File: src/rtl/fifo_pkg.sv
// Shared definitions for the BRAM FIFO read-side drain engine.
package fifo_pkg;

  localparam int FIFO_RD_BUF_DEPTH = 3;
  localparam int FIFO_RD_BUF_PTR_W = 2;
  localparam int FIFO_RD_CNT_WIDTH = 32;

  typedef enum logic [1:0] {
    BUF_IDLE = 2'b00,
    BUF_POP  = 2'b01,
    BUF_PUSH = 2'b10,
    BUF_BOTH = 2'b11
  } buf_op_e;

  function automatic logic [FIFO_RD_BUF_PTR_W-1:0] buf_ptr_next(
    input logic [FIFO_RD_BUF_PTR_W-1:0] ptr
  );
    logic [FIFO_RD_BUF_PTR_W-1:0] nxt_s;
    if (ptr == FIFO_RD_BUF_PTR_W'(FIFO_RD_BUF_DEPTH - 1)) begin
      nxt_s = {FIFO_RD_BUF_PTR_W{1'b0}};
    end else begin
      nxt_s = ptr + FIFO_RD_BUF_PTR_W'(1);
    end
    return nxt_s;
  endfunction

endpackage

File: src/rtl/fifo_rd_stream_buf.sv
// Three-entry register skid buffer with circular pointers and occupancy count.
module fifo_rd_stream_buf
  import fifo_pkg::*;
#(
  parameter int DATA_WIDTH = 32
) (
  input  logic                         clk,
  input  logic                         rst_n,
  input  logic                         push,
  input  logic [DATA_WIDTH-1:0]        push_data,
  input  logic                         pop,
  output logic [DATA_WIDTH-1:0]        head_data,
  output logic [FIFO_RD_BUF_PTR_W-1:0] cnt
);

  logic [DATA_WIDTH-1:0]        mem_r [FIFO_RD_BUF_DEPTH];
  logic [FIFO_RD_BUF_PTR_W-1:0] wr_ptr_r;
  logic [FIFO_RD_BUF_PTR_W-1:0] rd_ptr_r;
  logic [FIFO_RD_BUF_PTR_W-1:0] cnt_r;
  buf_op_e                      op_s;

  // Decode the push/pop pair into a single buffer operation.
  always_comb begin
    op_s = buf_op_e'({push, pop});
  end

  // Entry storage: the word captured from the FIFO lands at the write pointer.
  always_ff @(posedge clk or negedge rst_n) begin
    if (!rst_n) begin
      for (int i = 0; i < FIFO_RD_BUF_DEPTH; i++) begin
        mem_r[i] <= '0;
      end
    end else if (push) begin
      mem_r[wr_ptr_r] <= push_data;
    end
  end

  // Pointer and occupancy update; push with pop keeps the count steady.
  always_ff @(posedge clk or negedge rst_n) begin
    if (!rst_n) begin
      wr_ptr_r <= '0;
      rd_ptr_r <= '0;
      cnt_r    <= '0;
    end else begin
      case (op_s)
        BUF_PUSH: begin
          wr_ptr_r <= buf_ptr_next(wr_ptr_r);
          cnt_r    <= cnt_r + FIFO_RD_BUF_PTR_W'(1);
        end
        BUF_POP: begin
          rd_ptr_r <= buf_ptr_next(rd_ptr_r);
          cnt_r    <= cnt_r - FIFO_RD_BUF_PTR_W'(1);
        end
        BUF_BOTH: begin
          wr_ptr_r <= buf_ptr_next(wr_ptr_r);
          rd_ptr_r <= buf_ptr_next(rd_ptr_r);
        end
        default: begin
          cnt_r <= cnt_r;
        end
      endcase
    end
  end

  assign head_data = mem_r[rd_ptr_r];
  assign cnt       = cnt_r;

endmodule

File: src/rtl/fifo_rd_stream.sv
// FIFO read-side drain engine: credit-based pops into a valid/ready stream.
// Optional delivered-word counter port m_count enabled by FIFO_RD_STREAM_CNT_EN.
module fifo_rd_stream
  import fifo_pkg::*;
#(
  parameter int DATA_WIDTH = 32,
  parameter int CNT_WIDTH  = FIFO_RD_CNT_WIDTH
) (
  input  logic                  clk,
  input  logic                  rst_n,
  input  logic                  fifo_empty,
  output logic                  fifo_rd_en,
  input  logic [DATA_WIDTH-1:0] fifo_data,
  output logic                  m_valid,
  output logic [DATA_WIDTH-1:0] m_data,
  input  logic                  m_ready
`ifdef FIFO_RD_STREAM_CNT_EN
  ,
  output logic [CNT_WIDTH-1:0]  m_count
`endif
);

  if (CNT_WIDTH < 1) begin : g_cnt_width_check
    $error("CNT_WIDTH must be at least 1");
  end

  logic                         run_r;
  logic                         rd_q_r;
  logic [FIFO_RD_BUF_PTR_W-1:0] buf_cnt_s;
  logic [FIFO_RD_BUF_PTR_W:0]   credit_s;
  logic                         xfer_s;

  // Words owed to the buffer (held plus in flight) bound further pops.
  always_comb begin
    credit_s   = {1'b0, buf_cnt_s} + {{FIFO_RD_BUF_PTR_W{1'b0}}, rd_q_r};
    fifo_rd_en = run_r && !fifo_empty &&
                 (credit_s < (FIFO_RD_BUF_PTR_W + 1)'(FIFO_RD_BUF_DEPTH));
  end

  assign m_valid = (buf_cnt_s != {FIFO_RD_BUF_PTR_W{1'b0}});
  assign xfer_s  = m_valid && m_ready;

  // Start-up gate and one-cycle tracking of the FIFO read latency.
  always_ff @(posedge clk or negedge rst_n) begin
    if (!rst_n) begin
      run_r  <= 1'b0;
      rd_q_r <= 1'b0;
    end else begin
      run_r  <= 1'b1;
      rd_q_r <= fifo_rd_en;
    end
  end

  fifo_rd_stream_buf #(
    .DATA_WIDTH (DATA_WIDTH)
  ) u_buf (
    .clk       (clk),
    .rst_n     (rst_n),
    .push      (rd_q_r),
    .push_data (fifo_data),
    .pop       (xfer_s),
    .head_data (m_data),
    .cnt       (buf_cnt_s)
  );

`ifdef FIFO_RD_STREAM_CNT_EN
  logic [CNT_WIDTH-1:0] count_r;

  // Delivered-word counter, wrapping naturally at its width.
  always_ff @(posedge clk or negedge rst_n) begin
    if (!rst_n) begin
      count_r <= '0;
    end else if (xfer_s) begin
      count_r <= count_r + CNT_WIDTH'(1);
    end
  end

  assign m_count = count_r;
`endif

endmodule

File: config.mk
export PLATFORM = sky130hd
export DESIGN_NAME = fifo_rd_stream
export DESIGN_NICKNAME = d
export VERILOG_FILES = /design/src/rtl/fifo_pkg.sv /design/src/rtl/fifo_rd_stream_buf.sv /design/src/rtl/fifo_rd_stream.sv
export SDC_FILE = /design/constraint.sdc
export NUM_CORES = 1
export LEC_CHECK = 0
export CORE_MARGIN = 2
export CORE_UTILIZATION = 54
export DETAILED_ROUTE_END_ITERATION = 7
export PLACE_DENSITY = 0.86
export SYNTH_ARGS = -nofsm -noshare
export SYNTH_HDL_FRONTEND = slang
export SYNTH_SLANG_ARGS = --single-unit
File: constraint.sdc
create_clock -name clk -period 1.7 [get_ports clk]
set_input_delay 0.17 -clock clk [delete_from_list [all_inputs] [get_ports clk]]
set_output_delay 0.17 -clock clk [all_outputs]
set_load 0.02 [all_outputs]
==> flow_summary.yaml <==
layout:
  insertedDiodeCount: 0
  finish.net_count: 505
  area_growth_syn_to_layout_pct: 39.6
  post_layout_nonfiller_instances: 573
  fin_area_um2: 6520
  post_route_cells_drive_above_1_share_pct: 59.0
place:
  placed_cells: 526
  final_hpwl_dp_um: 6250
  placement.io_buffers: 69
  dpl_cell_area_um2: 5600
  gp_congestion: 0.694
critical_path:
  timing.critical_path.required_ns: 1.53
  timing_worst_setup_path_type: "flip-flop to output pin"
  worst_r2r_path_depth: 7
  crit_path_max_fanout: 2
  arrival_ns: 1.68
  critical_path.startpoint_type: "flip-flop"
  cp-end-kind: "output pin"
logic_synthesis:
  synthDistinctLibCells: 26
  syn_area_per_cell_um2: 13.4
  synth.most_common_cell: "sky130_fd_sc_hd__dfrtp_1"
  ys.warnings.count: 0
  synth_cells: 349
  synth-edff-count: 0
  synth-async-reset-ratio_pct: 100
  ys_dominant_reg_cell: "sky130_fd_sc_hd__dfrtp_1"
  cell_area_after_synthesis_um2: 4670
  synth.ff_latch_count: 104
  synth_nets: 390
  synth_sequential_area_ratio_pct: 55.7
  yosys-top-cells-count: "104 x sky130_fd_sc_hd__dfrtp_1, 94 x sky130_fd_sc_hd__mux2_2, 35 x sky130_fd_sc_hd__nand2_1, 35 x sky130_fd_sc_hd__o21ai_0, 32 x sky130_fd_sc_hd__mux2i_1"
  area_contributors_post_synth: "sky130_fd_sc_hd__dfrtp_1 56%, sky130_fd_sc_hd__mux2_2 23%, sky130_fd_sc_hd__mux2i_1 6.9%"
  netlist.area_leader.share_pct: 55.7
  cell_type_contributing_the_most_total_cell_area_after_synthesis: "sky130_fd_sc_hd__dfrtp_1"
sta:
  report.final.setup_viol: 29
  maxSlewViolCount: 0
  report.final.hold_viol_count: 0
  rsz0062_at_grt: "yes"
  setup_tns_ns: -1.90
  max_fclk_ghz: 0.540
  timing.final.crit_share_pct: 109
  worst_slack_ns: -0.152
  skew_ns: 0.00673
  min_period_ns: 1.85
floorplanning:
  floorplan.die_area_um2: 9410
  floorplan.io_pins: 70
  initial_utilization_pct: 56.3
  die_y_um: 97.0
  die_width_um: 97.0
  placementRows: 33
  fp.coreArea_um2: 8300
clock_tree:
  cts.sink_count: 104
  clk_pin_slew_worst_paths_ns: 0.09
  root_buffer: "sky130_fd_sc_hd__clkbuf_8"
  number_of_cts_inserted_buffers: 9
  clkLatencyLatePin_ns: 0.36
  clockBufferDepth: 2
  cts_tree: "done"
  cts_htree_levels: 3
global_route:
  gr-usage-all-layers_pct: 22.6
  number_of_global_route_vias_before_repair: 3379
  overflow: 0
  grt_start_max_net_pins: 58
  grt_antenna_before_repair: 0
  grt_first_pass_wirelength_um: 16800
power_and_ir_drop:
  power_density_nw_per_um2: 2060
  vdd_drop_max_v: 0.00141
  power_uw: 13500
  static-leakage-power_uw: 0.00285
routing:
  via_count: 3250
  ant_nets: 0
  routed_wirelength_um: 11400
  route.detailed.wl_per_inst_um: 19.8
  routed_via_density: 5.67
  first_iter_violations: 71
  drtPass1Iterations: 4
  drt_drc_violations_left: 0
outcome:
  status: "finished with violations"
  violations: "negative setup slack"
job:
  drv_cap: 0
worst_hold_path:
  hold_path_class: "input pin to async pin"
-- cells in the final DEF, fill, tap and decap left out, types with 3 or more instances in the layout --
master / n
sky130_fd_sc_hd__dfrtp_1: 103
sky130_fd_sc_hd__mux2_2: 94
sky130_fd_sc_hd__buf_6: 43
sky130_fd_sc_hd__clkdlybuf4s50_1: 34
sky130_fd_sc_hd__buf_4: 33
sky130_fd_sc_hd__mux2i_1: 25
sky130_fd_sc_hd__nand2_2: 24
sky130_fd_sc_hd__o21ai_2: 21
sky130_fd_sc_hd__clkbuf_8: 9
sky130_fd_sc_hd__buf_12: 8
sky130_fd_sc_hd__o21ai_1: 7
sky130_fd_sc_hd__mux2i_2: 6
sky130_fd_sc_hd__nand2_1: 6
sky130_fd_sc_hd__nand2_4: 5
sky130_fd_sc_hd__o21ai_4: 5
sky130_fd_sc_hd__o21ai_0: 3
-- critical path: stages, from the launching register on --
cell	delay, ns
sky130_fd_sc_hd__dfrtp_1	0.39
sky130_fd_sc_hd__ha_2	0.20
sky130_fd_sc_hd__ha_4	0.22
sky130_fd_sc_hd__a2111oi_4	0.31
sky130_fd_sc_hd__buf_4	0.20
-- metal layers --
| layer | wire length [um] | part of all wire, % | vias up | global-route usage [%] |
|---|---|---|---|---|
| met4 | 246 | 2.2 | 0 | 6.28 |
| met5 | 0 | 0 | - | 0 |
| met1 | 4430 | 39 | 1654 | 28.0 |
| li1 | - | - | 1463 | - |
| met2 | 6070 | 53 | 108 | 39.1 |
| met3 | 605 | 5.3 | 25 | 6.07 |
-- area by class of cell --
type | count | area (um^2)
clock buffer | 9 | 124
clock inverter | 6 | 46.3
fill | 469 | 1780
inverter | 3 | 11.3
multi-input combinational | 221 | 2230
sequential | 104 | 2600
tap | 105 | 131
timing repair buffer | 125 | 1370
-- state kept, by name, indices dropped and copies added (netlist names) --
name            cells
rd_q_r              1
run_r               1
u_buf.cnt           2
u_buf.mem_r        96
u_buf.rd_ptr_r      2
u_buf.wr_ptr_r      2
-- metrics by stage --
stage,setup WS (ns),hold WS [ns],utilization [%]
final,-0.152,0.241,78.6
after global placement,-0.286,0.0605,67.5
after detailed placement,-0.324,0.0639,67.5
after global routing,-0.233,0.255,78.6
after floorplan,0.0982,-0.126,-
after CTS,-0.223,0.225,72.6
-- power by group --
group / total [uW] / internal [uW] / switching [uW]
combinational: 7510 / 4110 / 3400
sequential: 4600 / 3730 / 874
clock: 1360 / 531 / 828
-- what timing repair did --
item                                   CTS  global route
pin swaps                               12            26
gates cloned                             3             3
gates resized for setup                273           104
setup buffers                            9            22
endpoints found under the hold margin   27             0
hold buffers                             1             0
setup endpoints to repair               36            53
-- path summary, 6_finish.rpt --
| kind | from | endpoint | slack (ns) |
|---|---|---|---|
| max in group asynchronous | rst_n | u_buf.mem_r[28] | 0.89 |
| hold reg to reg | u_buf.mem_r[73] | u_buf.mem_r[73] | 0.51 |
| hold / removal | rst_n | u_buf.mem_r[15] | 0.24 |
| setup reg to reg | rd_q_r | u_buf.mem_r[64] | 0.05 |
| setup / recovery | rd_q_r | fifo_rd_en | -0.15 |
| min in group clk | fifo_data[11] | u_buf.mem_r[43] | 0.46 |
-- logic make-up after synthesis --
logic type	count (synthesis)	synth area share, %
AOI/OAI and AO/OA	39	4.37
xor gates and xnor gates	3	0.563
adders and majority gates	5	1.34
buffers and inverters	24	3.59
DFF	104	55.7
muxes	128	30.0
other	1	0.0803
and+or+nand+nor	45	4.37
(Power assumes the default switching activity.)
